$ cat config.mk
export PLATFORM = sky130hd
export DESIGN_NAME = register_file32_flat
export DESIGN_NICKNAME = d
export VERILOG_FILES = /design/src/rtl/regfile_pkg.sv /design/src/rtl/register_file32_if.sv /design/src/rtl/register32.sv /design/src/rtl/register_file32.sv /design/src/flat_wrapper.sv
export SDC_FILE = /design/constraint.sdc
export NUM_CORES = 2
export LEC_CHECK = 0
export CAP_MARGIN = 20
export CORE_ASPECT_RATIO = 1.2
export CORE_UTILIZATION = 60
export DETAILED_ROUTE_END_ITERATION = 8
export GPL_TIMING_DRIVEN = 0
export PLACE_DENSITY_LB_ADDON = 0.12
export SYNTH_ARGS = -nofsm -noshare
export SYNTH_HDL_FRONTEND = slang
export SYNTH_SLANG_ARGS = --single-unit
export TNS_END_PERCENT = 100
$ cat constraint.sdc
create_clock -name writeEn -period 48.1 [get_ports writeEn]
set_input_delay 9.62 -clock writeEn [delete_from_list [all_inputs] [get_ports writeEn]]
set_output_delay 9.62 -clock writeEn [all_outputs]
set_load 0.05 [all_outputs]
$ cat src/rtl/regfile_pkg.sv
// Shared constants for the integer register file.
// Sizes and the hardwired-zero register index.
package regfile_pkg;

    localparam int XLEN       = 32;
    localparam int REG_ADDR_W = 5;
    localparam int NUM_REGS   = 32;

    localparam logic [REG_ADDR_W-1:0] ZERO_REG = 5'd0;

endpackage

$ cat src/rtl/register_file32_if.sv
// Read/write bundle of the register file.
// The master drives indices and write data, the slave returns operands.
interface register_file32_if #(
    parameter int DATA_W = 32,
    parameter int ADDR_W = 5
);

    logic [DATA_W-1:0] dataIn;
    logic [ADDR_W-1:0] rd;
    logic [ADDR_W-1:0] rs1;
    logic [ADDR_W-1:0] rs2;
    logic [DATA_W-1:0] dataA;
    logic [DATA_W-1:0] dataB;

    modport master (
        output dataIn,
        output rd,
        output rs1,
        output rs2,
        input  dataA,
        input  dataB
    );

    modport slave (
        input  dataIn,
        input  rd,
        input  rs1,
        input  rs2,
        output dataA,
        output dataB
    );

endinterface

$ cat src/rtl/register32.sv
// One storage word with load enable.
// Cleared asynchronously while rst is high.
module register32 #(
    parameter int DATA_W = 32
) (
    input  logic              clk,
    input  logic              rst,
    input  logic              en,
    input  logic [DATA_W-1:0] d,
    output logic [DATA_W-1:0] q
);

    // Capture d on an enabled edge; reset wins over any edge.
    always_ff @(posedge clk or posedge rst) begin
        if (rst) begin
            q <= '0;
        end else if (en) begin
            q <= d;
        end
    end

endmodule

$ cat src/rtl/register_file32.sv
// 2-read / 1-write integer register file, x0 hardwired to zero.
// Writes land on the writeEn rising edge; reads are combinational.
module register_file32
    import regfile_pkg::*;
#(
    parameter int DATA_W = XLEN,
    parameter int ADDR_W = REG_ADDR_W
) (
    input  logic               writeEn,
    input  logic               r,
    register_file32_if.slave   bus
);

    localparam int DEPTH = 1 << ADDR_W;

    logic [DEPTH-1:1]  wrEn;
    logic [DATA_W-1:0] regs [DEPTH];

    // One-hot write select; rd = x0 selects nothing.
    always_comb begin
        wrEn = '0;
        for (int i = 1; i < DEPTH; i++) begin
            wrEn[i] = (bus.rd != ZERO_REG) && (bus.rd == ADDR_W'(i));
        end
    end

    assign regs[0] = '0;

    for (genvar g = 1; g < DEPTH; g++) begin : gReg
        register32 #(
            .DATA_W(DATA_W)
        ) uReg (
            .clk(writeEn),
            .rst(r),
            .en (wrEn[g]),
            .d  (bus.dataIn),
            .q  (regs[g])
        );
    end

    // Two independent read muxes with the x0 path forced to zero.
    always_comb begin
        bus.dataA = (bus.rs1 == ZERO_REG) ? '0 : regs[bus.rs1];
        bus.dataB = (bus.rs2 == ZERO_REG) ? '0 : regs[bus.rs2];
    end

endmodule

$ cat src/flat_wrapper.sv
// flat-port wrapper written by rule: the top's interface ports become plain ports
module register_file32_flat import regfile_pkg::*;
#(
    parameter int DATA_W = XLEN,
    parameter int ADDR_W = REG_ADDR_W
)
  (writeEn, r, bus_dataIn, bus_rd, bus_rs1, bus_rs2, bus_dataA, bus_dataB);
  register_file32_if #(.DATA_W(DATA_W), .ADDR_W(ADDR_W)) bus_i ();
  input  logic writeEn;
  input  logic r;
  input wire logic [$bits(bus_i.dataIn)-1:0] bus_dataIn;
  input wire logic [$bits(bus_i.rd)-1:0] bus_rd;
  input wire logic [$bits(bus_i.rs1)-1:0] bus_rs1;
  input wire logic [$bits(bus_i.rs2)-1:0] bus_rs2;
  output wire logic [$bits(bus_i.dataA)-1:0] bus_dataA;
  output wire logic [$bits(bus_i.dataB)-1:0] bus_dataB;
  assign bus_i.dataIn = bus_dataIn;
  assign bus_i.rd = bus_rd;
  assign bus_i.rs1 = bus_rs1;
  assign bus_i.rs2 = bus_rs2;
  assign bus_dataA = bus_i.dataA;
  assign bus_dataB = bus_i.dataB;
  register_file32 #(.DATA_W(DATA_W), .ADDR_W(ADDR_W)) u_core (.writeEn(writeEn), .r(r), .bus(bus_i));
endmodule
Word-level counts from Yosys, hierarchy flattened
Index checks and enable logic that the tools add are counted.

storage, ports and cells
  register bits = 992
  input bits = 49
  output and inout port bits = 64
  word-level logic and storage cells = 108

operators by class
  $lt $le $gt $ge = 2
  equality and inequality tests = 31
  mux-type cells = 8
  bitwise gates (word level) = 2
  reductions and logical operators = 34

operators by type and width
  operator              number
  $bmux W32 S5          2
  $mux W32              6
  $eq A5 B5 Y1 const B  16
  $eq A5 B4 Y1 const B  8
  $logic_and A1 B1 Y1   31
  $eq A5 B3 Y1 const B  4
  $ge A6 B6 Y1 const B  2
  $not A5 Y6            2
  $eq A5 B2 Y1 const B  2
  $logic_not A5 Y1      2
  $eq A5 B1 Y1 const B  1
  $reduce_bool A5 Y1    1

Depth between registers and ports, before layout
  depth after elaboration = 5
  gate-level depth with buffers = 9
  mapped depth without buffers = 5

Modules after synthesis
From an unflattened synthesis, not the netlist that was laid out.

unflattened totals
  cells, all modules = 3,388
  area, all modules = 57,766.7 sq um

modules (own cells, without submodules)
  module           instances  cells an instance  area each (sq um)  sequential area each (sq um)
  register32       31         69                 1,348.8            800.8
  register_file32  1          1,249              15,954.1           0.0

Least setup slack after synthesis
Ideal clock, no wire load.

  kind = input port to output port
  start point = input port bus_rs2[0]
  end point = output port bus_dataB[10]
  arrival = 11.716 ns
  data required time = 38.480 ns
  slack = 26.764 ns
  stages on the path = 8
  path buffers = 4
  path through = buf_6 > buf_4 > buf_2 > buf_2 > a221oi_1 > nor3_1 > a21oi_1 > o21ai_0

on the way
  longest elaborated chain between the ends = 5
  elaborated cells on any way between the ends = 6
  classes of those cells = mux: 4; bitwise: 1; reduce/logical: 1

RTL lines
  what                                          RTL line               RTL
  start: declaration                            flat_wrapper.sv:14     input wire logic [$bits(bus_i.rs2)-1:0] bus_rs2;
  $not A5 Y6 (implied by the code)              register_file32.sv:44  bus.dataB = (bus.rs2 == ZERO_REG) ? '0 : regs[bus.rs2];
  $bmux W32 S5                                  register_file32.sv:44
  $mux W32 (implied by the code) (2 in series)  register_file32.sv:44
  $mux W32 (*)                                  register_file32.sv:44
  end: declaration                              flat_wrapper.sv:16     output wire logic [$bits(bus_i.dataB)-1:0] bus_dataB;

Every way passes the cells marked *; elsewhere a longest branch is shown, timed or not. The select of a mux whose other input is x is not followed.

Worst setup path after layout
  start point = input port bus_rs2[1]
  end point = output port bus_dataB[22]

Same word-level chain as after synthesis.

==> flow_summary.yaml <==
place:
  place_hpwl_um: 143000
  place.gp.congestion: 1.03
  place_area_um2: 56400
  placed_cells: 5069
  port_buffers: 103
sta:
  holdWs_ns: 0.520
  relSlewSlack_pct: 13.4
  tightest_slew_ns: 1.30
  drv_slew: 0
  fin_crit_sh_pct: 49.5
  hold_violations: 0
  skew_ns: 0
  min_period_ns: 23.81
  max_freq_mhz: 42.0
  rsz0062_at_grt: "no"
  setup_violations: 0
  tns_ns: 0
grt:
  first_global_vias: 39000
  grt_usage_pct: 48.4
  grt_max_degree: 130
  grt_antenna_before_repair: 6
  gr-total-overflow: 0
  grt_pass1_wl_um: 297000
synthesis:
  ys_warn_count: 0
  ys_seq_elements: 992
  synth-seq-area-share_pct: 46.4
  synthesis.nets: 3843
  synth_top_area_share_pct: 46.4
  synth_top_cell_by_area: "dfrtp_1"
  synth_edf_count: 0
  synth_async_sr_flop_share_pct: 100
  synth_area_um2: 53500
  ys.flop_type: "dfrtp_1"
  ys_types: 36
  syn_inst: 3794
  syn_avg_cell_area_um2: 14.1
  synth_area_leaders: "dfrtp_1 46%, mux2_2 22%, mux4_2 17%"
final_layout:
  drive_gt1_share_pct: 45.8
  fin_area_um2: 60000
  final_cell_mix: "1059 x mux2_2, 992 x dfrtp_1, 414 x mux4_2, 240 x nand2_1, 188 x clkbuf_1"
  fillerInstances: 6442
  final_net_count: 4076
  regMostFlops: "u_core.gReg.uReg.q"
  multiInputGateArea_um2: 26700
  stdcell_count: 5267
  largest_reg_flops: 992
  syn2layout_area_growth_pct: 12.1
  top_regs: "u_core.gReg.uReg.q x992"
  final_common_cell: "mux2_2"
  seqCellArea_um2: 24800
routing:
  drt-total-wl_um: 215000
  ant_nets: 0
  first_pass_iters: 9
  vias: 39700
  drc: 27
  via_per_inst: 7.54
  post_drt_wl_per_cell_um: 40.8
  drt-initial-drc-count: 6416
clock_network:
  hold_buffers: 0
  cts.reportedPaths.clkPinSlew_ns: 0.06
  cts_buffers: 102
  cts_tree: "built"
  insertion_delay_ns: 0.69
  clkSinkCount: 992
  cts_resized: 0
  clock_tree.root_cell: "clkbuf_16"
  cts_buffer_depth: 3
  h-tree-depth: 3
  post_cts_buffers: 0
floorplan:
  num_rows: 119
  pin_count: 113
  chipHeight_um: 329
  start_util_pct: 60.8
  fp.coreArea_um2: 88000
  die_area_um2: 90300
  fp.dieW_um: 275
setup_path:
  r2r_start: "u_core.gReg[9].uReg.q[30]"
  worstPathMaxFanout: 10
  path_class: "primary input to output port"
  ff2ff_path_depth: 1
  endpoint: "bus_dataB[22]"
  crit_required_ns: 38.48
  endpoint_kind: "output port"
  ff2ff_setup_slack_ns: 47.27
  worstSetupStartpointType: "primary input"
  cp.arrival_ns: 14.19
  setup.worst_path.start: "bus_rs2[1]"
  r2r_end: "u_core.gReg[9].uReg.q[30]"
power_and_ir_drop:
  ir_worst_vdd_v: 0.0000435
  p_leak_nw: 25.2
  p_per_area_nw_per_um2: 45.2
  p_total_mw: 2.71
status:
  status: "finished, violations left"
  failed_checks: "design-rule violations"
worst_hold_path:
  hp-class: "flop to flop"
run:
  drv_cap: 0
-- cells by family after synthesis --
| family | count (synthesis) | share of synthesized area (%) |
|---|---|---|
| buf+inv | 405 | 3.63 |
| compound gates | 342 | 4.02 |
| simple gates | 450 | 3.69 |
| flops | 992 | 46.4 |
| mux | 1605 | 42.2 |
-- power breakdown --
part	total [mW]	internal, mW	switching, mW
Sequential	1.18	1.03	0.150
Combinational	0.689	0.371	0.317
Clock	0.839	0.484	0.355
Total	2.71	1.89	0.822
-- cell type report --
| class | instances | area share (%) |
|---|---|---|
| Tap cell | 1149 | 2.40 |
| Sequential cell | 992 | 41.4 |
| Buffer | 401 | 3.23 |
| Clock buffer | 157 | 5.16 |
| Clock inverter | 31 | 0.622 |
| Timing Repair Buffer | 129 | 2.58 |
| Multi-Input combinational cell | 2397 | 44.5 |
| Antenna cell | 7 | 0.0292 |
| Inverter | 4 | 0.0376 |
-- Yosys cell counts, drive strengths merged, types with 41 or more instances --
cell type	instances
a21oi	132
buf	232
clkbuf	169
dfrtp	992
mux2	1068
mux2i	123
mux4	414
nand2	240
nand3	41
nor2	62
nor2b	44
nor3	42
o211ai	46
o21ai	67
-- stage by stage --
stage / setup WS, ns / util (%)
6_report: 24.29 / 68.1
5_1_grt: 24.38 / 68.1
4_1_cts: 24.66 / 68.1
3_5_place_dp: 24.70 / 64.1
3_3_place_gp: -1.33 / 63.6
2_1_floorplan: 10.57 / -
-- metal layers --
metal / track usage [%] / vias up / share of wire (%)
li1: - / 14900 / -
met1: 60.2 / 20500 / 34
met2: 67.0 / 3326 / 42
met3: 19.0 / 1014 / 14
met4: 39.3 / 5 / 9.9
met5: 0.474 / - / 0.044
-- critical path, stage by stage --
cell and delay, ns:
clkdlybuf4s50_1 0.62, buf_2 0.59, nor2b_1 0.66, buf_2 0.47
a221oi_1 0.23, nor3_1 0.20, a21oi_1 0.11, o21ai_0 0.72
clkdlybuf4s50_1 0.95
-- worst min-delay path by stage --
stage,start,to,slack [ns],cells after the start
finish,u_core.gReg[6].uReg.q[3],u_core.gReg[6].uReg.q[3],0.52,1
global placement,u_core.gReg[12].uReg.q[27],u_core.gReg[12].uReg.q[27],0.49,1
global route,u_core.gReg[6].uReg.q[3],u_core.gReg[6].uReg.q[3],0.54,1
CTS,u_core.gReg[12].uReg.q[27],u_core.gReg[12].uReg.q[27],0.51,1
detailed placement,u_core.gReg[12].uReg.q[27],u_core.gReg[12].uReg.q[27],0.50,1
floorplan,u_core.gReg[12].uReg.q[27],u_core.gReg[12].uReg.q[27],0.48,1
Note: power is estimated with default switching activity, not from simulation.
